### src/rtl/cache_line_filler_pkg.sv
// cache_pkg: shared definitions for the data cache miss engine.
//
// Holds the address field widths, the filler FSM state encoding and small
// helpers that slice a byte address into tag / line index / column index.
// Address layout: {tag, line_ix, column_ix, 2'b00}.
package cache_pkg;

    localparam int ZEROS_BITWIDTH     = 2;
    localparam int COLUMN_IX_BITWIDTH = 2;
    localparam int LINE_IX_BITWIDTH   = 8;
    localparam int TAG_BITWIDTH       = 32 - LINE_IX_BITWIDTH - COLUMN_IX_BITWIDTH - ZEROS_BITWIDTH;

    typedef enum logic [2:0] {
        IDLE,
        WB_CMD,
        WB_READ,
        WB_DATA,
        RD_CMD,
        RD_DATA,
        DONE
    } state_t;

    function automatic logic [TAG_BITWIDTH-1:0] tag_of(input logic [31:0] address);
        return address[31 -: TAG_BITWIDTH];
    endfunction

    function automatic logic [LINE_IX_BITWIDTH-1:0] line_ix_of(input logic [31:0] address);
        return address[ZEROS_BITWIDTH + COLUMN_IX_BITWIDTH +: LINE_IX_BITWIDTH];
    endfunction

    function automatic logic [COLUMN_IX_BITWIDTH-1:0] column_ix_of(input logic [31:0] address);
        return address[ZEROS_BITWIDTH +: COLUMN_IX_BITWIDTH];
    endfunction

endpackage

### src/rtl/cache_line_filler_if.sv
// cache_line_filler_if: bundle of every bus the line filler touches.
//
// Groups three sides:
//   request side : req_valid/req_ready/req_address, busy, done
//   cache side   : cache_address/cache_data/cache_write_enable, cache_rdata,
//                  victim_tag, victim_dirty
//   memory side  : mem_cmd_* burst command, mem_rdata read stream,
//                  mem_wdata writeback stream
// Modport master is the filler itself; modport slave is everything around it
// (CPU, cache arrays, PSRAM controller).
interface cache_line_filler_if;
    import cache_pkg::*;

    logic                    req_valid;
    logic                    req_ready;
    logic [31:0]             req_address;
    logic                    busy;
    logic                    done;

    logic [31:0]             cache_address;
    logic [31:0]             cache_data;
    logic                    cache_write_enable;
    logic [31:0]             cache_rdata;
    logic [TAG_BITWIDTH-1:0] victim_tag;
    logic                    victim_dirty;

    logic                    mem_cmd_valid;
    logic                    mem_cmd_ready;
    logic [31:0]             mem_cmd_address;
    logic                    mem_cmd_write;
    logic [31:0]             mem_rdata;
    logic                    mem_rdata_valid;
    logic [31:0]             mem_wdata;
    logic                    mem_wdata_valid;
    logic                    mem_wdata_ready;

    modport master (
        input  req_valid, req_address,
        output req_ready, busy, done,
        output cache_address, cache_data, cache_write_enable,
        input  cache_rdata, victim_tag, victim_dirty,
        output mem_cmd_valid, mem_cmd_address, mem_cmd_write,
        input  mem_cmd_ready, mem_rdata, mem_rdata_valid,
        output mem_wdata, mem_wdata_valid,
        input  mem_wdata_ready
    );

    modport slave (
        output req_valid, req_address,
        input  req_ready, busy, done,
        input  cache_address, cache_data, cache_write_enable,
        output cache_rdata, victim_tag, victim_dirty,
        input  mem_cmd_valid, mem_cmd_address, mem_cmd_write,
        output mem_cmd_ready, mem_rdata, mem_rdata_valid,
        input  mem_wdata, mem_wdata_valid,
        output mem_wdata_ready
    );

endinterface

### src/rtl/cache_line_filler.sv
// cache_line_filler: miss engine for the direct-mapped 4-column data cache.
//
// On an accepted miss request it issues a burst read for the whole line to
// the PSRAM controller and streams each returned word into the cache write
// port, column 0 first. busy stays high until the line is consistent and done
// pulses for one cycle at the end.
//
// Ports:
//   clk  - clock
//   rst  - synchronous active-high reset, returns to IDLE and drops any burst
//   bus  - cache_line_filler_if.master (request, cache and memory sides)
//
// Build option: define CACHE_LINE_FILLER_WRITEBACK_EN to write a dirty victim
// line back to memory (WB_CMD/WB_READ/WB_DATA) before the fill. Without it
// victim_dirty/victim_tag are ignored and mem_cmd_write/mem_wdata_valid are 0.
module cache_line_filler #(
    parameter int LINE_IX_BITWIDTH   = cache_pkg::LINE_IX_BITWIDTH,
    parameter int COLUMN_IX_BITWIDTH = cache_pkg::COLUMN_IX_BITWIDTH
) (
    input  logic                   clk,
    input  logic                   rst,
    cache_line_filler_if.master    bus
);
    import cache_pkg::*;

    localparam int OFFSET_BITWIDTH = COLUMN_IX_BITWIDTH + ZEROS_BITWIDTH;
    localparam int TAG_W           = 32 - LINE_IX_BITWIDTH - OFFSET_BITWIDTH;
    localparam int LINE_BITWIDTH   = TAG_W + LINE_IX_BITWIDTH;
    localparam logic [COLUMN_IX_BITWIDTH-1:0] COUNT_ONE  = 1;
    localparam logic [COLUMN_IX_BITWIDTH-1:0] COUNT_LAST = '1;

    state_t                        state;
    state_t                        state_next;
    logic [COLUMN_IX_BITWIDTH-1:0] count;
    logic [COLUMN_IX_BITWIDTH-1:0] count_next;
    logic [LINE_BITWIDTH-1:0]      line_q;
    logic                          accept;
    logic [31:0]                   word_address;

    logic unused_low_bits;
    assign unused_low_bits = ^bus.req_address[OFFSET_BITWIDTH-1:0];

`ifdef CACHE_LINE_FILLER_WRITEBACK_EN
    // Victim tag is captured with the request so the writeback command
    // address cannot move while the controller backpressures it.
    logic [TAG_W-1:0] victim_tag_q;
`else
    logic unused_writeback_inputs;
    assign unused_writeback_inputs = ^{bus.victim_dirty, bus.victim_tag,
                                       bus.mem_wdata_ready, bus.cache_rdata};
`endif

    // Both fill and writeback walk the same line, so one address suffices.
    assign word_address = {line_q, count, {ZEROS_BITWIDTH{1'b0}}};

    always_ff @(posedge clk) begin
        if (rst) begin
            state  <= IDLE;
            count  <= '0;
            line_q <= '0;
`ifdef CACHE_LINE_FILLER_WRITEBACK_EN
            victim_tag_q <= '0;
`endif
        end else begin
            state <= state_next;
            count <= count_next;
            if (accept) begin
                line_q <= bus.req_address[31:OFFSET_BITWIDTH];
`ifdef CACHE_LINE_FILLER_WRITEBACK_EN
                victim_tag_q <= bus.victim_tag;
`endif
            end
        end
    end

    always_comb begin
        state_next             = state;
        count_next             = count;
        accept                 = 1'b0;
        bus.req_ready          = 1'b0;
        bus.busy               = (state != IDLE);
        bus.done               = 1'b0;
        bus.cache_address      = '0;
        bus.cache_data         = '0;
        bus.cache_write_enable = 1'b0;
        bus.mem_cmd_valid      = 1'b0;
        bus.mem_cmd_address    = '0;
        bus.mem_cmd_write      = 1'b0;
        bus.mem_wdata          = '0;
        bus.mem_wdata_valid    = 1'b0;

        case (state)
            IDLE: begin
                bus.req_ready = 1'b1;
                if (bus.req_valid) begin
                    accept = 1'b1;
`ifdef CACHE_LINE_FILLER_WRITEBACK_EN
                    state_next = bus.victim_dirty ? WB_CMD : RD_CMD;
`else
                    state_next = RD_CMD;
`endif
                end
            end

`ifdef CACHE_LINE_FILLER_WRITEBACK_EN
            WB_CMD: begin
                bus.mem_cmd_valid   = 1'b1;
                bus.mem_cmd_write   = 1'b1;
                bus.mem_cmd_address = {victim_tag_q, line_q[LINE_IX_BITWIDTH-1:0],
                                       {OFFSET_BITWIDTH{1'b0}}};
                if (bus.mem_cmd_ready) begin
                    state_next = WB_READ;
                    count_next = '0;
                end
            end

            // The cache array has one cycle of read latency: present the
            // address here, the word appears on cache_rdata in WB_DATA.
            WB_READ: begin
                bus.cache_address = word_address;
                state_next        = WB_DATA;
            end

            WB_DATA: begin
                bus.cache_address   = word_address;
                bus.mem_wdata       = bus.cache_rdata;
                bus.mem_wdata_valid = 1'b1;
                if (bus.mem_wdata_ready) begin
                    if (count == COUNT_LAST) begin
                        state_next = RD_CMD;
                        count_next = '0;
                    end else begin
                        state_next = WB_READ;
                        count_next = count + COUNT_ONE;
                    end
                end
            end
`endif

            RD_CMD: begin
                bus.mem_cmd_valid   = 1'b1;
                bus.mem_cmd_address = {line_q, {OFFSET_BITWIDTH{1'b0}}};
                if (bus.mem_cmd_ready) begin
                    state_next = RD_DATA;
                    count_next = '0;
                end
            end

            // Read data has no backpressure, so each valid word is written
            // into the cache in the very cycle it arrives.
            RD_DATA: begin
                bus.cache_address = word_address;
                if (bus.mem_rdata_valid) begin
                    bus.cache_write_enable = 1'b1;
                    bus.cache_data         = bus.mem_rdata;
                    count_next             = count + COUNT_ONE;
                    if (count == COUNT_LAST) begin
                        state_next = DONE;
                    end
                end
            end

            DONE: begin
                bus.done   = 1'b1;
                state_next = IDLE;
            end

            default: begin
                state_next = IDLE;
            end
        endcase
    end

endmodule

### src/flat_wrapper.sv
// flat-port wrapper written by rule: the top's interface ports become plain ports
module cache_line_filler_flat import cache_pkg::*;
#(
    parameter int LINE_IX_BITWIDTH   = cache_pkg::LINE_IX_BITWIDTH,
    parameter int COLUMN_IX_BITWIDTH = cache_pkg::COLUMN_IX_BITWIDTH
)
  (clk, rst, bus_req_valid, bus_req_address, bus_req_ready, bus_busy, bus_done, bus_cache_address, bus_cache_data, bus_cache_write_enable, bus_cache_rdata, bus_victim_tag, bus_victim_dirty, bus_mem_cmd_valid, bus_mem_cmd_address, bus_mem_cmd_write, bus_mem_cmd_ready, bus_mem_rdata, bus_mem_rdata_valid, bus_mem_wdata, bus_mem_wdata_valid, bus_mem_wdata_ready);
  cache_line_filler_if bus_i ();
  input  logic clk;
  input  logic rst;
  input wire logic [$bits(bus_i.req_valid)-1:0] bus_req_valid;
  input wire logic [$bits(bus_i.req_address)-1:0] bus_req_address;
  output wire logic [$bits(bus_i.req_ready)-1:0] bus_req_ready;
  output wire logic [$bits(bus_i.busy)-1:0] bus_busy;
  output wire logic [$bits(bus_i.done)-1:0] bus_done;
  output wire logic [$bits(bus_i.cache_address)-1:0] bus_cache_address;
  output wire logic [$bits(bus_i.cache_data)-1:0] bus_cache_data;
  output wire logic [$bits(bus_i.cache_write_enable)-1:0] bus_cache_write_enable;
  input wire logic [$bits(bus_i.cache_rdata)-1:0] bus_cache_rdata;
  input wire logic [$bits(bus_i.victim_tag)-1:0] bus_victim_tag;
  input wire logic [$bits(bus_i.victim_dirty)-1:0] bus_victim_dirty;
  output wire logic [$bits(bus_i.mem_cmd_valid)-1:0] bus_mem_cmd_valid;
  output wire logic [$bits(bus_i.mem_cmd_address)-1:0] bus_mem_cmd_address;
  output wire logic [$bits(bus_i.mem_cmd_write)-1:0] bus_mem_cmd_write;
  input wire logic [$bits(bus_i.mem_cmd_ready)-1:0] bus_mem_cmd_ready;
  input wire logic [$bits(bus_i.mem_rdata)-1:0] bus_mem_rdata;
  input wire logic [$bits(bus_i.mem_rdata_valid)-1:0] bus_mem_rdata_valid;
  output wire logic [$bits(bus_i.mem_wdata)-1:0] bus_mem_wdata;
  output wire logic [$bits(bus_i.mem_wdata_valid)-1:0] bus_mem_wdata_valid;
  input wire logic [$bits(bus_i.mem_wdata_ready)-1:0] bus_mem_wdata_ready;
  assign bus_i.req_valid = bus_req_valid;
  assign bus_i.req_address = bus_req_address;
  assign bus_req_ready = bus_i.req_ready;
  assign bus_busy = bus_i.busy;
  assign bus_done = bus_i.done;
  assign bus_cache_address = bus_i.cache_address;
  assign bus_cache_data = bus_i.cache_data;
  assign bus_cache_write_enable = bus_i.cache_write_enable;
  assign bus_i.cache_rdata = bus_cache_rdata;
  assign bus_i.victim_tag = bus_victim_tag;
  assign bus_i.victim_dirty = bus_victim_dirty;
  assign bus_mem_cmd_valid = bus_i.mem_cmd_valid;
  assign bus_mem_cmd_address = bus_i.mem_cmd_address;
  assign bus_mem_cmd_write = bus_i.mem_cmd_write;
  assign bus_i.mem_cmd_ready = bus_mem_cmd_ready;
  assign bus_i.mem_rdata = bus_mem_rdata;
  assign bus_i.mem_rdata_valid = bus_mem_rdata_valid;
  assign bus_mem_wdata = bus_i.mem_wdata;
  assign bus_mem_wdata_valid = bus_i.mem_wdata_valid;
  assign bus_i.mem_wdata_ready = bus_mem_wdata_ready;
  cache_line_filler #(.LINE_IX_BITWIDTH(LINE_IX_BITWIDTH), .COLUMN_IX_BITWIDTH(COLUMN_IX_BITWIDTH)) u_core (.clk(clk), .rst(rst), .bus(bus_i));
endmodule
### config.mk
export PLATFORM = sky130hd
export DESIGN_NAME = cache_line_filler_flat
export DESIGN_NICKNAME = d
export VERILOG_FILES = /design/src/rtl/cache_line_filler_pkg.sv /design/src/rtl/cache_line_filler_if.sv /design/src/rtl/cache_line_filler.sv /design/src/flat_wrapper.sv
export SDC_FILE = /design/constraint.sdc
export NUM_CORES = 1
export LEC_CHECK = 0
export ABC_AREA = 1
export BUFFER_PORTS_ARGS = -buffer_cell sky130_fd_sc_hd__clkbuf_2
export CAP_MARGIN = 25
export CORE_AREA = 3 3 99 101
export CTS_BUF_LIST = sky130_fd_sc_hd__clkbuf_8
export CTS_CLUSTER_DIAMETER = 150
export DETAILED_ROUTE_END_ITERATION = 7
export DIE_AREA = 0 0 102 104
export PLACE_DENSITY_LB_ADDON = 0.3
export RECOVER_POWER = 100
export SETUP_SLACK_MARGIN = 0.2
export SYNTH_ARGS = -nofsm -noshare
export SYNTH_HDL_FRONTEND = slang
export SYNTH_SLANG_ARGS = --single-unit
### constraint.sdc
create_clock -name clk -period 1.6 [get_ports clk]
set_input_delay 0.24 -clock clk [delete_from_list [all_inputs] [get_ports clk]]
set_output_delay 0.24 -clock clk [all_outputs]
set_load 0.03 [all_outputs]
After elaboration in Yosys (flattened, before gate mapping)
Index checks and enable logic that the tools add are counted.

Register bits after elaboration: 33. Latch bits: 0. RAM bits: 0. ROM bits: 0. Bits of input ports: 123. Output and inout port bits: 135. Logic and storage cells: 36. Memories kept: 0.

Add/subtract/negate cells: 1. Multipliers: 0. Divide/modulo/power cells: 0. Magnitude comparators: 0. Equality and inequality tests: 8. Shift operators: 0. Muxes and demuxes: 19. Bitwise gates (word level): 0. Reductions and logical operators: 5.

Operators by type and width (count): $mux W32 (4); $mux W3 (4); $eq A3 B3 Y1 const B (3); $pmux W3 S3 (1); $mux W1 (7); $ne A2 B2 Y1 const B (3); $mux W2 (2); $pmux W2 S2 (1); $reduce_and A4 Y1 (1); $logic_not A3 Y1 (1); $reduce_and A3 Y1 (1); $reduce_bool A3 Y1 (1); $add A2 B1 Y2 const B (1); $eq A2 B2 Y1 const B (1); $ne A2 B1 Y1 const B (1); $reduce_bool A2 Y1 (1).

Depth between registers and ports, before layout
Gate-level depths: netlist of the first run.

Word-level depth: 4. Depth in mapped cells: 7. Depth with buffers taken out: 5.

Worst setup path before layout of the first run
Ideal clock, no wire load.

Path type: register to output. Start: reg u_core.state[0]. End: out bus_mem_cmd_address[11]. Data arrival time: 1.615 ns. Required time: 1.360 ns. Setup slack: -0.255 ns. Cell stages (with the launch flop): 7. Path buffers: 1. Cells stage by stage: dfxtp_1 -> nor2_4 -> inv_1 -> nor2_2 -> inv_2 -> buf_2 -> nor2_1.

Cells in the longest elaborated chain, start to end: 2.

RTL lines: from (decl) (line cache_line_filler.sv:32) `state_t state;`; from (signal assigned) (line cache_line_filler.sv:65) `state <= state_next;`; $eq A3 B3 Y1 (line cache_line_filler.sv:92) `case (state)`; $mux W32 (line cache_line_filler.sv:92); to (decl) (line flat_wrapper.sv:23) `output wire logic [$bits(bus_i.mem_cmd_address)-1:0] bus_mem_cmd_address;`.

Every way passes these cells.

Final worst setup path of the first run
Start: reg u_core.state[0]. End: out bus_mem_cmd_address[4].

The elaborated chain is that of the path after synthesis.

==> reports/metrics.yaml, run 1 <==
power_and_ir_drop:
  power_density_nw_per_um2: 521.6
  p_leak_nw: 2.019
  ir_drop_uv: 460.8
yosys:
  syn-cell-area_um2: 2310
  synth-edff-count: 0
  yosysUniqueCellTypes: 24
  synth-seq-cells: 33
  synth.top_cell.area_share_pct: 28.60
  ys_seq_area_share_pct: 28.60
  yosysMostFrequentCell: "nor2_1"
  ys_warn_count: 0
  syn-instance-count: 367
  synth-async-reset-ratio_pct: 0
  syn_area_per_cell_um2: 6.294
  synth_area_leader_cell: "dfxtp_1"
  ys.flop_type: "dfxtp_1"
  synthTopCellsByArea: "dfxtp_1, nor2_1, buf_4"
  synth_common_cells: "nor2_1, nand2_1, buf_4"
setup_path:
  cp-start-kind: "flop"
  crit_path_max_fanout: 14
  critPathArrivalTime_ns: 1.41
  rrSetupSlack_ns: 0.15
  critPathRequiredTime_ns: 1.36
  reg2regPathDepth: 9
  timing.rr.start: "u_core.state[0]"
  worstSetupPathType: "reg2out"
  rr_endpoint: "u_core.line_q[27]"
  worstSetupEndpointType: "primary output"
place:
  place_congestion: 0.7190
  placed_cell_area_um2: 3362
  placedCellCount: 624
  dpl.hpwl_mm: 5.617
  port_buffers: 159
routing:
  firstDrtPassIters: 4
  viasPerCell: 4.293
  vias: 2799
  drc: 0
  avgRoutedWirePerCell_um: 13.67
  drt_iter0_markers: 67
  ant_nets: 0
  wl_mm: 8.915
grt:
  grtUsageTotal_pct: 15.25
  grt_pass1_wl_mm: 13.05
  grt_pass1_vias: 2675
  grt_overflow: 0
  grt_max_degree: 43
  antenna_found_initial: 0
timing:
  hold_viol_final: 0
  max_freq_mhz: 607.7
  setup_viol: 43
  final.period_utilization_pct: 102.9
  fin_ws_ns: -0.04561
  slew_violations: 0
  rsz0062_at_grt: "yes"
  finalClockSkew_ns: 0.01263
  period_minus_slack_ns: 1.646
finish:
  regArea_um2: 666.9
  design_area_um2: 4847
  n_antenna_cell: 0
  fill_cells: 853
  multiInputGateArea_um2: 1834
  drive_gt1_share_pct: 61.37
  fin_nets: 664
  final_cells: 652
  area_growth_pct: 109.9
  utilization_pct: 53.21
job:
  cap_violations: 0
die:
  dieArea_um2: 10610
  coreArea_um2: 9109
  num_rows: 35
  fp.dieH_um: 104
  ios: 258
  die_w_um: 102
  initial_core_util_pct: 25.36
clocking:
  clock_sinks: 33
  cts.path.max_buffers: 2
  clk_transition_reported_paths_ns: 0.07
  clk_latency_ns: 0.29
  cts_root_buf: "clkbuf_8"
  cts_buffers: 5
  cts_tree: "yes"
  ctsHoldBuffers: 0
  htree_num_levels: 2
min_path:
  hold_start: "bus_req_address[20]"
  min_path_cells: 3
  hold_class: "in2reg"
  holdPathEnd: "u_core.line_q[16]"
run_status:
  violations: "negative setup slack"
  status: "finished with violations"
## repair_timing
action | 4_1_cts | 5_1_grt
pin swaps | 2 | 29
buffers inserted | 11 | 5
gates resized for setup | 198 | 173
endpoints found under the setup margin | 95 | 96
gates cloned | 3 | 1
## layout by cell type, fill, tap and decap left out, types with 4 or more instances in the layout
cell type  count
buf_4         24
nand3_2       11
nand2_1       63
a21oi_1       10
clkbuf_2      64
nand3_4       12
a21oi_2       21
inv_1         35
nor2_1        14
buf_8         43
buf_6         37
nor2_4        44
buf_12         6
conb_1        40
nand3_1       10
clkbuf_8      16
inv_2          4
nor2_2        37
dfxtp_1       30
## registers in the layout (all words and copies together), names as in the netlist
register and count:
u_core.line_q 28, u_core.count 2, u_core.state 3
## worst max-delay path: stages, from the launching register on
cell	delay, ns
dfxtp_4	0.37
nor2_4	0.10
inv_2	0.05
nor2_4	0.14
buf_12	0.14
inv_12	0.07
nor2_2	0.10
clkbuf_8	0.16
## per-stage QoR
stage               setup WS, ns  hold slack, ns  TNS [ns]  power, mW
finish                  -0.04561          0.1799   -0.9039      2.528
global route             -0.1209          0.1803    -5.509      2.663
CTS                     -0.03997          0.1728   -0.3940      2.437
detailed placement        0.1478          0.4558         0      1.659
global placement          0.1590          0.4547         0      1.650
floorplan                0.06673          0.3826         0      1.549
## cell type report
class / count / area share (%)
repair buffers: 189 / 40.01
multi-input cells: 270 / 37.84
flip-flops and latches: 33 / 13.76
inverters: 39 / 3.330
well taps: 111 / 2.865
clock buffers: 5 / 1.420
repair inverters: 2 / 0.4646
clock inverters: 3 / 0.3098
## logic make-up (layout without fill, tap and decap cells)
| family | after synthesis | in the layout | synth area share, % |
|---|---|---|---|
| DFF | 33 | 33 | 28.60 |
| AOI/OAI and AO/OA | 32 | 32 | 8.667 |
| other | 1 | 40 | 0.1624 |
| and+or+nand+nor | 197 | 197 | 37.32 |
| buffers and inverters | 103 | 238 | 24.70 |
| adders and majority gates | 1 | 1 | 0.5416 |
## where the power goes
part	leakage, nW	switching [mW]	internal [mW]
logic	1.70	0.649	0.373
registers	0.272	0.0274	0.870
clock network	0.0467	0.314	0.295
## routing by layer
metal / track usage [%] / up-vias / part of all wire, %
met5: 0 / - / 0
met4: 2.999 / 0 / 0.71
met3: 3.890 / 7 / 7.3
met2: 28.37 / 112 / 54
met1: 17.19 / 1294 / 38
li1: - / 1386 / -
## worst max-delay path by stage
stage	startpoint	end	slack (ns)	cells past startpoint
floorplan	u_core.state[1]	bus_mem_cmd_address[11]	0.07	6
global placement	u_core.state[0]	bus_mem_cmd_address[31]	0.16	6
detailed placement	u_core.state[0]	bus_mem_cmd_address[21]	0.15	6
CTS	u_core.state[0]	bus_mem_cmd_address[11]	-0.04	7
global route	u_core.state[2]	bus_cache_data[22]	-0.12	6
finish	u_core.state[0]	bus_mem_cmd_address[4]	-0.05	7
Power figures use the tool's default switching activity.
==> inputs of run 2 (changes only) <==
PLACE_DENSITY = 0.64   (was unset)
PLACE_DENSITY_LB_ADDON = unset   (was 0.3)
==> reports/metrics.yaml, run 2 (synthesized netlist as in run 1, its figures left out) <==
routing:
  ant_nets: 0  # unchanged
  avgRoutedWirePerCell_um: 14.11  # was 13.67 µm
  wl_mm: 9.141  # was 8.915 mm
  vias: 2831  # was 2799
  firstDrtPassIters: 4  # unchanged
  drt_iter0_markers: 101  # was 67
  drc: 0  # unchanged
  viasPerCell: 4.369  # was 4.293
setup_path:
  crit_path_max_fanout: 14  # unchanged
  worstSetupPathType: "reg2out"  # unchanged
  critPathArrivalTime_ns: 1.44  # was 1.41 ns
  rrSetupSlack_ns: 0.23  # was 0.15 ns
  worstSetupEndpointType: "primary output"  # unchanged
  critPathRequiredTime_ns: 1.36  # about the same
  cp-start-kind: "flop"  # unchanged
grt:
  antenna_found_initial: 1  # was 0
  grtUsageTotal_pct: 14.97  # was 15.25%
  grt_pass1_wl_mm: 12.84  # was 13.05 mm
  grt_overflow: 0  # unchanged
  grt_pass1_vias: 2769  # was 2675
  grt_max_degree: 42  # was 43
die:
  die_w_um: 102  # unchanged
  num_rows: 35  # unchanged
  dieArea_um2: 10610  # unchanged
  initial_core_util_pct: 25.36  # unchanged
  coreArea_um2: 9109  # unchanged
  ios: 258  # unchanged
  fp.dieH_um: 104  # unchanged
place:
  dpl.hpwl_mm: 5.603  # was 5.617 mm
  placed_cell_area_um2: 3349  # was 3362 µm²
  place_congestion: 0.7592  # was 0.7190
  place_ws_ns: 0.1246  # was 0.1478 ns
  placedCellCount: 624  # unchanged
  port_buffers: 159  # unchanged
min_path:
  hold_class: "in2reg"  # unchanged
finish:
  final_cells: 648  # was 652
  regArea_um2: 669.4  # was 666.9 µm²
  drive_gt1_share_pct: 57.73  # was 61.37%
  regMostFlops: "u_core.line_q"  # unchanged
  n_antenna_cell: 0  # unchanged
  design_area_um2: 4662  # was 4847 µm²
  final_common_cell: "clkbuf_2"  # unchanged
  largest_reg_flops: 28  # unchanged
  final_cell_mix: "clkbuf_2, nand2_1, buf_8"  # was clkbuf_2, nand2_1, nor2_4
  top_regs: "u_core.line_q (28), u_core.state (3), u_core.count (2)"  # unchanged
  area_growth_pct: 101.8  # was 109.9%
  fill_cells: 820  # was 853
  fin_nets: 660  # was 664
  multiInputGateArea_um2: 1653  # was 1834 µm²
  utilization_pct: 51.18  # was 53.21%
power_and_ir_drop:
  finalPower_mw: 2.527  # was 2.528 mW
  ir_drop_uv: 502.9  # was 460.8 µV
  power_density_nw_per_um2: 542.1  # was 521.6 nW/µm²
  p_leak_nw: 1.984  # was 2.019 nW
clocking:
  cts.path.max_buffers: 2  # unchanged
  clk_transition_reported_paths_ns: 0.07  # about the same
  clock_sinks: 33  # unchanged
  cts_tree: "yes"  # unchanged
  ctsHoldBuffers: 0  # unchanged
  cts_root_buf: "clkbuf_8"  # unchanged
  htree_num_levels: 2  # unchanged
  clk_latency_ns: 0.28  # was 0.29 ns
  cts_buffers: 5  # unchanged
timing:
  period_minus_slack_ns: 1.685  # was 1.646 ns
  slew_violations: 0  # unchanged
  max_freq_mhz: 593.5  # was 607.7 MHz
  finalClockSkew_ns: 0.008646  # was 0.01263 ns
  rsz0062_at_grt: "yes"  # unchanged
  finalSetupTns_ns: -3.606  # was -0.9039 ns
  holdWs_ns: 0.1856  # was 0.1799 ns
  final.period_utilization_pct: 105.3  # was 102.9%
  hold_viol_final: 0  # unchanged
  fin_ws_ns: -0.08494  # was -0.04561 ns
  setup_viol: 85  # was 43
run_status:
  status: "finished with violations"  # unchanged
  violations: "negative setup slack"  # unchanged
job:
  cap_violations: 0  # unchanged
[run 2: cell count changes in the layout (fill, tap and decap cells not counted), sizes merged]
cell	before	now
buf	112	87
clkbuf	82	104
clkinv	0	2
inv	43	41
clkinvlp	1	0
[run 2: area by class of cell]
class	instances	area share [%]
Multi-Input combinational cell	270	35.45
Timing Repair Buffer	185	41.20
Sequential cell	33	14.36
Inverter	39	3.462
Tap cell	111	2.979
Clock buffer	6	1.771
Clock inverter	2	0.2952
Timing Repair inverter	2	0.4831
[run 2: per-layer routing]
layer,track usage (%),up-vias,part of all wire (%)
met2,28.37,121,56
met5,0,-,0.14
li1,-,1383,-
met3,3.890,14,7.3
met1,15.68,1311,36
met4,4.499,2,1.1
[run 2: critical path, stage by stage (launching register included)]
cell     delay, ns
dfxtp_4       0.36
nor2_4        0.11
inv_2         0.05
nor2_4        0.17
buf_12        0.14
inv_12        0.07
nor2_4        0.11
buf_8         0.13
[run 2: final timing paths]
path / to / depth (start not counted) / startpoint
max: bus_mem_cmd_address[11] / 7 / u_core.state[0]
min: u_core.line_q[2] / 3 / bus_req_address[6]
max reg2reg: u_core.line_q[21] / 8 / u_core.state[0]
min reg2reg: u_core.line_q[17] / 2 / u_core.line_q[17]
[run 2: what timing repair did]
action	4_1_cts	5_1_grt
pin swaps	2	4
resized for setup	190	127
setup buffers	5	5
endpoints found under the setup margin	95	104
hold endpoints to repair	0	0
cloned	2	4
[run 2: report_power, final]
part / total, mW / leakage, nW / internal, mW / switching (mW)
Sequential: 0.898 / 0.272 / 0.870 / 0.0286
Combinational: 0.964 / 1.66 / 0.346 / 0.618
Clock: 0.665 / 0.0512 / 0.349 / 0.316
==> inputs of run 3 (changes only) <==
CORE_AREA = 5 5 98 100   (was 3 3 99 101)
DIE_AREA = 0 0 103 105   (was 0 0 102 104)
PLACE_DENSITY = unset   (was 0.64)
PLACE_DENSITY_LB_ADDON = 0.08   (was unset)
==> reports/metrics.yaml, run 3 (synthesized netlist as in run 1, its figures left out) <==
routing:
  drc: 0  # unchanged
  ant_nets: 0  # unchanged
  drt_iter0_markers: 75  # was 101
  avgRoutedWirePerCell_um: 13.39  # was 14.11 µm
  wl_mm: 8.584  # was 9.141 mm
  firstDrtPassIters: 4  # unchanged
  viasPerCell: 4.236  # was 4.369
  vias: 2715  # was 2831
setup_path:
  cp-start-kind: "flop"  # unchanged
  worstSetupEndpointType: "primary output"  # unchanged
  crit_path_max_fanout: 14  # unchanged
  path_cells: "nor2_4, inv_2, nor2_4, buf_12, inv_12, nor2_4, clkbuf_8"  # was nor2_4, inv_2, nor2_4, buf_12, inv_12, nor2_4, buf_8
  cpPeakStageDelay_ns: 0.37  # was 0.36 ns
  cpMaxStageDelayCell: "dfxtp_4"  # unchanged
  reg2regPathDepth: 8  # unchanged
  timing.rr.start: "u_core.state[0]"  # unchanged
  rrSetupSlack_ns: 0.29  # was 0.23 ns
  cpMostUsedCell: "nor2_4"  # unchanged
  rr_endpoint: "u_core.line_q[19]"  # was u_core.line_q[21]
  worstSetupPathType: "reg2out"  # unchanged
  critPathRequiredTime_ns: 1.36  # about the same
  critPathArrivalTime_ns: 1.37  # was 1.44 ns
run_status:
  status: "finished with violations"  # unchanged
  violations: "negative setup slack"  # unchanged
finish:
  drive_gt1_share_pct: 55.72  # was 57.73%
  final_common_cell: "clkbuf_2"  # unchanged
  fill_cells: 790  # was 820
  final_cell_mix: "clkbuf_2, nand2_1, nor2_4"  # was clkbuf_2, nand2_1, buf_8
  top_regs: "u_core.line_q (28), u_core.state (3), u_core.count (2)"  # unchanged
  largest_reg_flops: 28  # unchanged
  regMostFlops: "u_core.line_q"  # unchanged
  final_cells: 641  # was 648
  n_antenna_cell: 0  # unchanged
  multiInputGateArea_um2: 1634  # was 1653 µm²
  regArea_um2: 669.4  # unchanged
  area_growth_pct: 96.53  # was 101.8%
  fin_nets: 656  # was 660
timing:
  rsz0062_at_grt: "yes"  # unchanged
  final.period_utilization_pct: 100.7  # was 105.3%
  period_minus_slack_ns: 1.611  # was 1.685 ns
  hold_viol_final: 0  # unchanged
  max_freq_mhz: 620.7  # was 593.5 MHz
  tightest_slew_ns: 0.5075
  finalSetupTns_ns: -0.03010  # was -3.606 ns
  finalClockSkew_ns: 0.008012  # was 0.008646 ns
  slew_violations: 0  # unchanged
  max-slew-margin-rel_pct: 66.17
  fin_ws_ns: -0.01100  # was -0.08494 ns
  setup_viol: 4  # was 85
  holdWs_ns: 0.1857  # was 0.1856 ns
job:
  cap_violations: 0  # unchanged
clocking:
  cts.path.max_buffers: 2  # unchanged
  clk_latency_ns: 0.28  # about the same
  clk_transition_reported_paths_ns: 0.07  # about the same
  ctsHoldBuffers: 0  # unchanged
  cts_buffers: 5  # unchanged
  clock_sinks: 33  # unchanged
  cts_tree: "yes"  # unchanged
  htree_num_levels: 2  # unchanged
  cts_root_buf: "clkbuf_8"  # unchanged
grt:
  grtUsageTotal_pct: 14.94  # was 14.97%
  grt_max_degree: 29  # was 42
  grt_pass1_vias: 2643  # was 2769
  grt_overflow: 0  # unchanged
  antenna_found_initial: 0  # was 1
  grt_pass1_wl_mm: 13.01  # was 12.84 mm
place:
  dpl.hpwl_mm: 6.017  # was 5.603 mm
  placedCellCount: 622  # was 624
  port_buffers: 159  # unchanged
  place_congestion: 0.7448  # was 0.7592
die:
  fp.dieH_um: 105  # was 104 µm
  dieArea_um2: 10820  # was 10610 µm²
  ios: 258  # unchanged
  die_w_um: 103  # was 102 µm
  num_rows: 34  # was 35
  coreArea_um2: 8593  # was 9109 µm²
  initial_core_util_pct: 26.88  # was 25.36%
min_path:
  min_path_cells: 3  # unchanged
  holdPathEnd: "u_core.line_q[4]"  # was u_core.line_q[2]
  hold_start: "bus_req_address[8]"  # was bus_req_address[6]
  hold_class: "in2reg"  # unchanged
power_and_ir_drop:
  ir_drop_uv: 502.1  # was 502.9 µV
  power_density_nw_per_um2: 578.4  # was 542.1 nW/µm²
  p_leak_nw: 1.946  # was 1.984 nW
[run 3: report_power, final]
group	switching (mW)	total (mW)	internal, mW
clock network	0.305	0.807	0.501
logic	0.589	0.919	0.330
registers	0.0295	0.900	0.870
[run 3: timing repair]
item / 4_1_cts / 5_1_grt
pin swaps: 3 / 2
setup buffers: 8 / 0
endpoints found under the setup margin: 96 / 115
gates cloned: 2 / 1
resized for setup: 201 / 71
[run 3: how the worst max path moves through the flow]
| stage | start | endpoint | depth (start not counted) | slack [ns] |
|---|---|---|---|---|
| finish | u_core.state[0] | bus_mem_cmd_address[21] | 7 | -0.01 |
| global route | u_core.state[0] | bus_mem_cmd_address[4] | 7 | -0.1 |
| CTS | u_core.state[0] | bus_mem_cmd_address[6] | 7 | -0.02 |
| detailed placement | u_core.state[2] | bus_mem_cmd_address[11] | 5 | 0.12 |
| global placement | u_core.state[2] | bus_mem_cmd_address[21] | 5 | 0.12 |
| floorplan | u_core.state[1] | bus_mem_cmd_address[11] | 6 | 0.07 |
[run 3: metrics by stage]
| stage | utilization [%] | setup slack, ns | total power [mW] | instance area (µm²) |
|---|---|---|---|---|
| floorplan | - | 0.06673 | 1.549 | 2729 |
| global placement | 39.17 | 0.1194 | 1.656 | 3366 |
| detailed placement | 39.17 | 0.1154 | 1.660 | 3366 |
| CTS | 50.86 | -0.01978 | 2.603 | 4370 |
| global route | 52.82 | -0.09823 | 2.777 | 4539 |
| finish | 52.82 | -0.01100 | 2.626 | 4539 |
[run 3: critical path, delay by kind of cell, from the launching register on]
| family | cells | cell delay (ns) |
|---|---|---|
| buffers and inverters | 4 | 0.43 |
| DFF | 1 | 0.37 |
| and+or+nand+nor | 3 | 0.28 |
[run 3: layout make-up]
type	count	area share, %
timing repair buffer	182	39.75
clock buffer	6	1.819
timing repair inverter	1	0.3583
clock inverter	2	0.7442
multi-input combinational	270	36.00
tap	108	2.977
inverter	39	3.611
sequential	33	14.75
[run 3: per-layer routing]
| metal | vias to the layer above | track usage (%) | wire length [µm] |
|---|---|---|---|
| met5 | - | 0 | 0 |
| met4 | 0 | 2.498 | 14 |
| met3 | 2 | 4.530 | 877 |
| met2 | 115 | 27.04 | 4507 |
| met1 | 1228 | 17.27 | 3185 |
| li1 | 1370 | - | - |
